$ cat src/rtl/ins_mem_pkg.sv
// Shared constants, FSM state type and parity helper for the re-loadable
// instruction memory (ins_mem_prog / ins_mem_array).
// Optional feature macro: INS_MEM_PARITY_EN (enables per-entry parity storage).
package ins_mem_pkg;

  localparam int unsigned INS_W_DEF    = 11;
  localparam int unsigned ADDR_W_DEF   = 4;
  localparam logic [10:0] NOP_WORD_DEF = 11'b01100000000;

  typedef enum logic {
    RUN  = 1'b0,
    LOAD = 1'b1
  } ins_mem_state_e;

  // Even-parity bit of a word (callers zero-extend, which keeps the parity).
  function automatic logic parity(input logic [63:0] w);
    return ^w;
  endfunction

endpackage

$ cat src/rtl/ins_mem_array.sv
// DEPTH x INS_W instruction storage: async reset of every entry to NOP_WORD,
// one synchronous write port, one registered read port.
// Ports:
//   clk, rst                 clock / async active-high reset
//   wr_en, wr_addr, wr_data  write port
//   wr_par_inj, rd_par_err   parity inject / registered parity error
//                            (only with INS_MEM_PARITY_EN)
//   rd_en, rd_addr           read request; when rd_en=0 or address is out of
//                            range the registered output is NOP_WORD
//   rd_data                  registered read data
module ins_mem_array
  import ins_mem_pkg::*;
#(
  parameter int unsigned       INS_W    = INS_W_DEF,
  parameter int unsigned       ADDR_W   = ADDR_W_DEF,
  parameter int unsigned       DEPTH    = 1 << ADDR_W,
  parameter logic [INS_W-1:0]  NOP_WORD = INS_W'(NOP_WORD_DEF)
) (
  input  logic              clk,
  input  logic              rst,
  input  logic              wr_en,
  input  logic [ADDR_W-1:0] wr_addr,
  input  logic [INS_W-1:0]  wr_data,
`ifdef INS_MEM_PARITY_EN
  input  logic              wr_par_inj,
  output logic              rd_par_err,
`endif
  input  logic              rd_en,
  input  logic [ADDR_W-1:0] rd_addr,
  output logic [INS_W-1:0]  rd_data
);

  logic [INS_W-1:0] mem [DEPTH];
  logic             wr_in_range;
  logic             rd_in_range;

  assign wr_in_range = ({1'b0, wr_addr} < (ADDR_W+1)'(DEPTH));
  assign rd_in_range = ({1'b0, rd_addr} < (ADDR_W+1)'(DEPTH));

  // Storage: every entry returns to NOP_WORD on reset.
  always_ff @(posedge clk or posedge rst) begin
    if (rst) begin
      for (int unsigned i = 0; i < DEPTH; i++) mem[i] <= NOP_WORD;
    end else if (wr_en && wr_in_range) begin
      mem[wr_addr] <= wr_data;
    end
  end

  // Registered read port.
  always_ff @(posedge clk or posedge rst) begin
    if (rst) begin
      rd_data <= NOP_WORD;
    end else if (rd_en && rd_in_range) begin
      rd_data <= mem[rd_addr];
    end else begin
      rd_data <= NOP_WORD;
    end
  end

`ifdef INS_MEM_PARITY_EN
  logic par_mem [DEPTH];

  // Stored even-parity bit; wr_par_inj corrupts it for test purposes.
  always_ff @(posedge clk or posedge rst) begin
    if (rst) begin
      for (int unsigned i = 0; i < DEPTH; i++) par_mem[i] <= parity(64'(NOP_WORD));
    end else if (wr_en && wr_in_range) begin
      par_mem[wr_addr] <= parity(64'(wr_data)) ^ wr_par_inj;
    end
  end

  // Error flag travels with rd_data; zero whenever no real fetch happens.
  always_ff @(posedge clk or posedge rst) begin
    if (rst) begin
      rd_par_err <= 1'b0;
    end else if (rd_en && rd_in_range) begin
      rd_par_err <= (parity(64'(mem[rd_addr])) != par_mem[rd_addr]);
    end else begin
      rd_par_err <= 1'b0;
    end
  end
`endif

endmodule

$ cat src/rtl/ins_mem_prog.sv
// Re-loadable instruction memory with registered one-cycle fetch from PC and
// a valid/ready program-load port. RUN serves fetches; LOAD accepts words.
// Optional feature macro: INS_MEM_PARITY_EN (adds PAR_INJ input, PAR_ERR output).
// Ports:
//   CLK, RST      clock / async active-high reset
//   PC            fetch address
//   RES_INS       registered fetched instruction (NOP_WORD when not fetching)
//   INS_VALID     RES_INS holds a real fetch result
//   LOAD_START    pulse: start (or restart) a program load
//   LD_DATA/LD_VALID/LD_LAST/LD_READY  load handshake
//   LOAD_BUSY     in LOAD state
//   LD_COUNT      words written by the current or last load
module ins_mem_prog
  import ins_mem_pkg::*;
#(
  parameter int unsigned       INS_W    = INS_W_DEF,
  parameter int unsigned       ADDR_W   = ADDR_W_DEF,
  parameter int unsigned       DEPTH    = 1 << ADDR_W,
  parameter logic [INS_W-1:0]  NOP_WORD = INS_W'(NOP_WORD_DEF)
) (
  input  logic              CLK,
  input  logic              RST,
  input  logic [ADDR_W-1:0] PC,
  output logic [INS_W-1:0]  RES_INS,
  output logic              INS_VALID,
  input  logic              LOAD_START,
  input  logic [INS_W-1:0]  LD_DATA,
  input  logic              LD_VALID,
  input  logic              LD_LAST,
  output logic              LD_READY,
  output logic              LOAD_BUSY,
  output logic [ADDR_W:0]   LD_COUNT
`ifdef INS_MEM_PARITY_EN
  ,
  input  logic              PAR_INJ,
  output logic              PAR_ERR
`endif
);

  ins_mem_state_e    state_q, state_d;
  logic [ADDR_W-1:0] wp_q;
  logic              wp_last;
  logic              xfer;
  logic              fetch;

  assign wp_last = (wp_q == ADDR_W'(DEPTH - 1));

  // State register.
  always_ff @(posedge CLK or posedge RST) begin
    if (RST) state_q <= RUN;
    else     state_q <= state_d;
  end

  // Next state: a restart pulse in LOAD discards the concurrent transfer.
  always_comb begin
    state_d = state_q;
    case (state_q)
      RUN:  if (LOAD_START) state_d = LOAD;
      LOAD: if (!LOAD_START && LD_VALID && (LD_LAST || wp_last)) state_d = RUN;
      default: state_d = RUN;
    endcase
  end

  // State-decoded controls and handshake outputs.
  always_comb begin
    LD_READY  = 1'b0;
    LOAD_BUSY = 1'b0;
    xfer      = 1'b0;
    fetch     = 1'b0;
    case (state_q)
      RUN:  fetch = !LOAD_START;
      LOAD: begin
        LD_READY  = 1'b1;
        LOAD_BUSY = 1'b1;
        xfer      = LD_VALID && !LOAD_START;
      end
      default: ;
    endcase
  end

  // Write pointer, load count and fetch-valid flag.
  always_ff @(posedge CLK or posedge RST) begin
    if (RST) begin
      wp_q      <= '0;
      LD_COUNT  <= '0;
      INS_VALID <= 1'b0;
    end else begin
      INS_VALID <= fetch;
      if (LOAD_START) begin
        wp_q     <= '0;
        LD_COUNT <= '0;
      end else if (xfer) begin
        // Exit happens at DEPTH-1, so the pointer parks there instead of wrapping.
        if (!wp_last) wp_q <= wp_q + ADDR_W'(1);
        if (LD_COUNT != (ADDR_W+1)'(DEPTH)) LD_COUNT <= LD_COUNT + (ADDR_W+1)'(1);
      end
    end
  end

  ins_mem_array #(
    .INS_W    (INS_W),
    .ADDR_W   (ADDR_W),
    .DEPTH    (DEPTH),
    .NOP_WORD (NOP_WORD)
  ) u_array (
    .clk        (CLK),
    .rst        (RST),
    .wr_en      (xfer),
    .wr_addr    (wp_q),
    .wr_data    (LD_DATA),
`ifdef INS_MEM_PARITY_EN
    .wr_par_inj (PAR_INJ),
    .rd_par_err (PAR_ERR),
`endif
    .rd_en      (fetch),
    .rd_addr    (PC),
    .rd_data    (RES_INS)
  );

endmodule

$ cat config.mk
export PLATFORM = sky130hd
export DESIGN_NAME = ins_mem_prog
export DESIGN_NICKNAME = d
export VERILOG_FILES = /design/src/rtl/ins_mem_pkg.sv /design/src/rtl/ins_mem_array.sv /design/src/rtl/ins_mem_prog.sv
export SDC_FILE = /design/constraint.sdc
export NUM_CORES = 1
export LEC_CHECK = 0
export BUFFER_PORTS_ARGS = -buffer_cell sky130_fd_sc_hd__buf_2
export CAP_MARGIN = 5
export CORE_MARGIN = 4
export CORE_UTILIZATION = 56
export DETAILED_ROUTE_END_ITERATION = 7
export PLACE_DENSITY = 0.78
export SLEW_MARGIN = 20
export SYNTH_ARGS = -nofsm -noshare
export SYNTH_HDL_FRONTEND = slang
export SYNTH_HIERARCHICAL = 1
export SYNTH_SLANG_ARGS = --single-unit
$ cat constraint.sdc
create_clock -name CLK -period 7 [get_ports CLK]
set_input_delay 1.75 -clock CLK [delete_from_list [all_inputs] [get_ports CLK]]
set_output_delay 1.75 -clock CLK [all_outputs]
set_load 0.1 [all_outputs]
==> impl_metrics.yaml <==
run_status:
  status: "complete, no violations"
synthesis:
  synth_area_leaders: "dfrtp_1 (45%), mux2_2 (16%), dfstp_2 (9.8%)"
  yosys.cell_types.count: 47
  netlist.area_leader.share_pct: 45.10
  synthFlopType: "dfrtp_1"
  ys_seq_area_share_pct: 54.92
  synthTopCellsByCount: "dfrtp_1 (164), mux2_2 (133), dfstp_2 (34), mux2_1 (33), mux4_2 (32)"
  syn_area_per_cell_um2: 15.48
  syn_nets: 611
  yosysMostFrequentCell: "dfrtp_1"
  yosys_warnings: 6
  syn_area_mm2: 0.009100
  async_reset_ff_share_pct: 100.0
  yosysTopAreaCell: "dfrtp_1"
  synth_edf_count: 0
  syn_inst: 588
  synth_seq_cells: 198
cells_and_area:
  post-route-util_pct: 63.02
  final_cell_count_no_fill: 841
  final_nets: 636
  area_delta_synth_final_pct: 10.01
  antennaDiodeCount: 0
  fillCellCount: 1169
  drive_above_1_share_pct: 49.60
placed_design:
  globalplace.congestion: 0.7930
  dpl.hpwl_um: 11950
  place_ws_ns: 3.013
  port_buffers: 38
  dp_cells: 810
worst_setup_path:
  crit_path_max_fanout: 16
  timing.rr.end: "u_array/mem[159]"
  r2r-start: "state_q"
  critical_path_required_ns: 7.30
  critPathMaxStageDelay_ns: 0.70
  criticalPathCategory: "input port to register"
  start_kind: "input port"
  ff2ff_path_depth: 5
  worstPathArrival_ns: 3.78
  ff2ff_setup_slack_ns: 4.45
  cp_slowest_cell: "nand3b_1"
  worstSetupEndpointType: "register"
  path_cells: "buf_2, nor2_1, nor3b_2, nand3b_1, mux2_1"
floorplanning:
  die_w_um: 135.5
  fp.coreArea_mm2: 0.01589
  fp.dieArea_mm2: 0.01835
  num_rows: 46
  start_util_pct: 57.29
  dieHeight_um: 135.5
  boundaryPins: 39
routing:
  drtPass1Iterations: 4
  wl_um: 19180
  drt_first_iter_violations: 400
  route.detailed.drc: 0
  vias: 5116
  ant_nets: 0
  vias_per_cell: 6.083
  routedWlPerCell_um: 22.80
power:
  vdd_ir_drop_max_mv: 0.1849
  cellLeakagePower_nw: 4.760
  power.density_mw_per_mm2: 247.7
timing:
  maxSlewHeadroom_pct: 32.90
  worst_pin_slew_ns: 1.004
  setup-violations-final: 0
  finalCriticalPeriod_ns: 3.479
  period_share_pct: 49.70
  clock_skew_ns: 0.01122
  rsz0062_at_grt: "false"
  tns_ns: 0
  final_hold_viol_count: 0
  max_freq_mhz: 287.4
  slew_violations: 0
  layout_setup_ws_ns: 3.521
clock_network:
  clkTransAtPathRegs_ns: 0.07
  clk_path_buf_depth: 2
  cts_max_level: 4
  cts_resized: 0
  hold_buffers: 0
  cts_tree: "done"
  cts_buffers: 17
  cts_setup_buffers: 0
  cts_sinks: 198
  insertion_delay_ns: 0.43
  clockRootBuffer: "clkbuf_16"
global_route:
  grt_pass1_wl_um: 30790
  track_usage_pct: 22.46
  antenna_found_initial: 0
  grt_max_degree: 67
  first_global_vias: 5441
  overflow: 0
min_path:
  min_path_cells: 1
  hold_class: "register to register"
  min_from: "u_array/mem[71]"
  min_to: "u_array/mem[71]"
run:
  drv_cap: 0
==> power breakdown <==
part | leakage, nW | switching [mW] | total, mW | internal, mW
clock | 0.285 | 0.417 | 0.986 | 0.570
combinational | 1.88 | 0.124 | 0.232 | 0.109
sequential | 2.59 | 0.0393 | 1.26 | 1.22
total | 4.76 | 0.580 | 2.48 | 1.90
==> state kept, by name, indices dropped and copies added (netlist names) <==
signal and cells:
LD_COUNT 5, wp_q 4, state_q 1, INS_VALID 1, u_array/rd_data 11, u_array/mem 176
==> critical path: cells and delay by family <==
| family | cells | cell delay [ns] |
|---|---|---|
| and+or+nand+nor | 3 | 1.23 |
| muxes | 1 | 0.59 |
| buffers and inverters | 1 | 0.19 |
==> area by class of cell <==
| cell class | count | area (µm²) | share of cell area [%] |
|---|---|---|---|
| clock inverter | 12 | 153.9 | 1.537 |
| timing repair buffer | 50 | 280.3 | 2.800 |
| inverter | 4 | 20.02 | 0.2000 |
| clock buffer | 19 | 442.9 | 4.424 |
| multi-input combinational | 342 | 3846 | 38.42 |
| tap | 216 | 270.3 | 2.700 |
| sequential | 198 | 4997 | 49.92 |
==> worst max-delay path by stage <==
stage,start,to,slack [ns],depth (start not counted)
CTS,LD_VALID,u_array/mem[66],3.45,6
detailed placement,LD_VALID,u_array/mem[69],3.01,6
global placement,LD_VALID,u_array/mem[66],3.13,6
finish,LOAD_START,u_array/mem[159],3.52,5
global route,LD_VALID,u_array/mem[158],3.45,6
floorplan,RST,u_array/mem[0],0.22,1
==> kinds of logic after synthesis <==
logic type,Yosys count,synth area share [%]
mux,241,35.35
flops,198,54.92
simple gates,62,3.822
buf+inv,48,2.874
compound gates,36,2.626
fa+ha+maj,3,0.4125
==> layer usage <==
metal	wire [µm]	GRT usage (%)	vias up
met2	9564	36.37	133
met3	905	4.458	30
met5	0	0	-
met1	8318	30.92	2732
met4	386	7.503	0
li1	-	-	2221
==> cells in the final DEF (no fill, tap or decap), types with 2 or more instances in the layout <==
cell        Yosys  layout
a21oi_1         5       5
a22oi_1         6       6
buf_2          20      38
buf_4           7      12
bufinv_16       0       3
clkbuf_16       0      17
clkinv_2        0       3
clkinv_4        0       2
clkinvlp_4      0       3
dfrtp_1       164     164
dfstp_2        34      34
ha_1            3       3
inv_1           4       3
inv_6           0       2
mux2_1         33      33
mux2_2        133     133
mux2_4         20      20
mux2i_1        17      17
mux4_1          5       5
mux4_2         32      32
nand2_1         7       7
nand2b_1        9       9
nand3_1         3       3
nand3b_1        6       6
nor2_1         17      16
nor2_2          1       2
nor3_1          3       3
o211ai_1        2       2
o21ai_0         4       4
o21ai_1         6       6
o221a_2         2       2
o221ai_1        2       2
o22ai_1         5       5
or3_1           4       4
==> metrics by stage <==
stage	hold slack (ns)	instance area, µm²	power (mW)
2_1_floorplan	0.4488	9100	1.454
3_3_place_gp	0.4628	9409	1.496
3_5_place_dp	0.4769	9412	1.512
4_1_cts	0.4933	10010	2.500
5_1_grt	0.5047	10010	2.570
6_report	0.4901	10010	2.479
(Power assumes the default switching activity.)
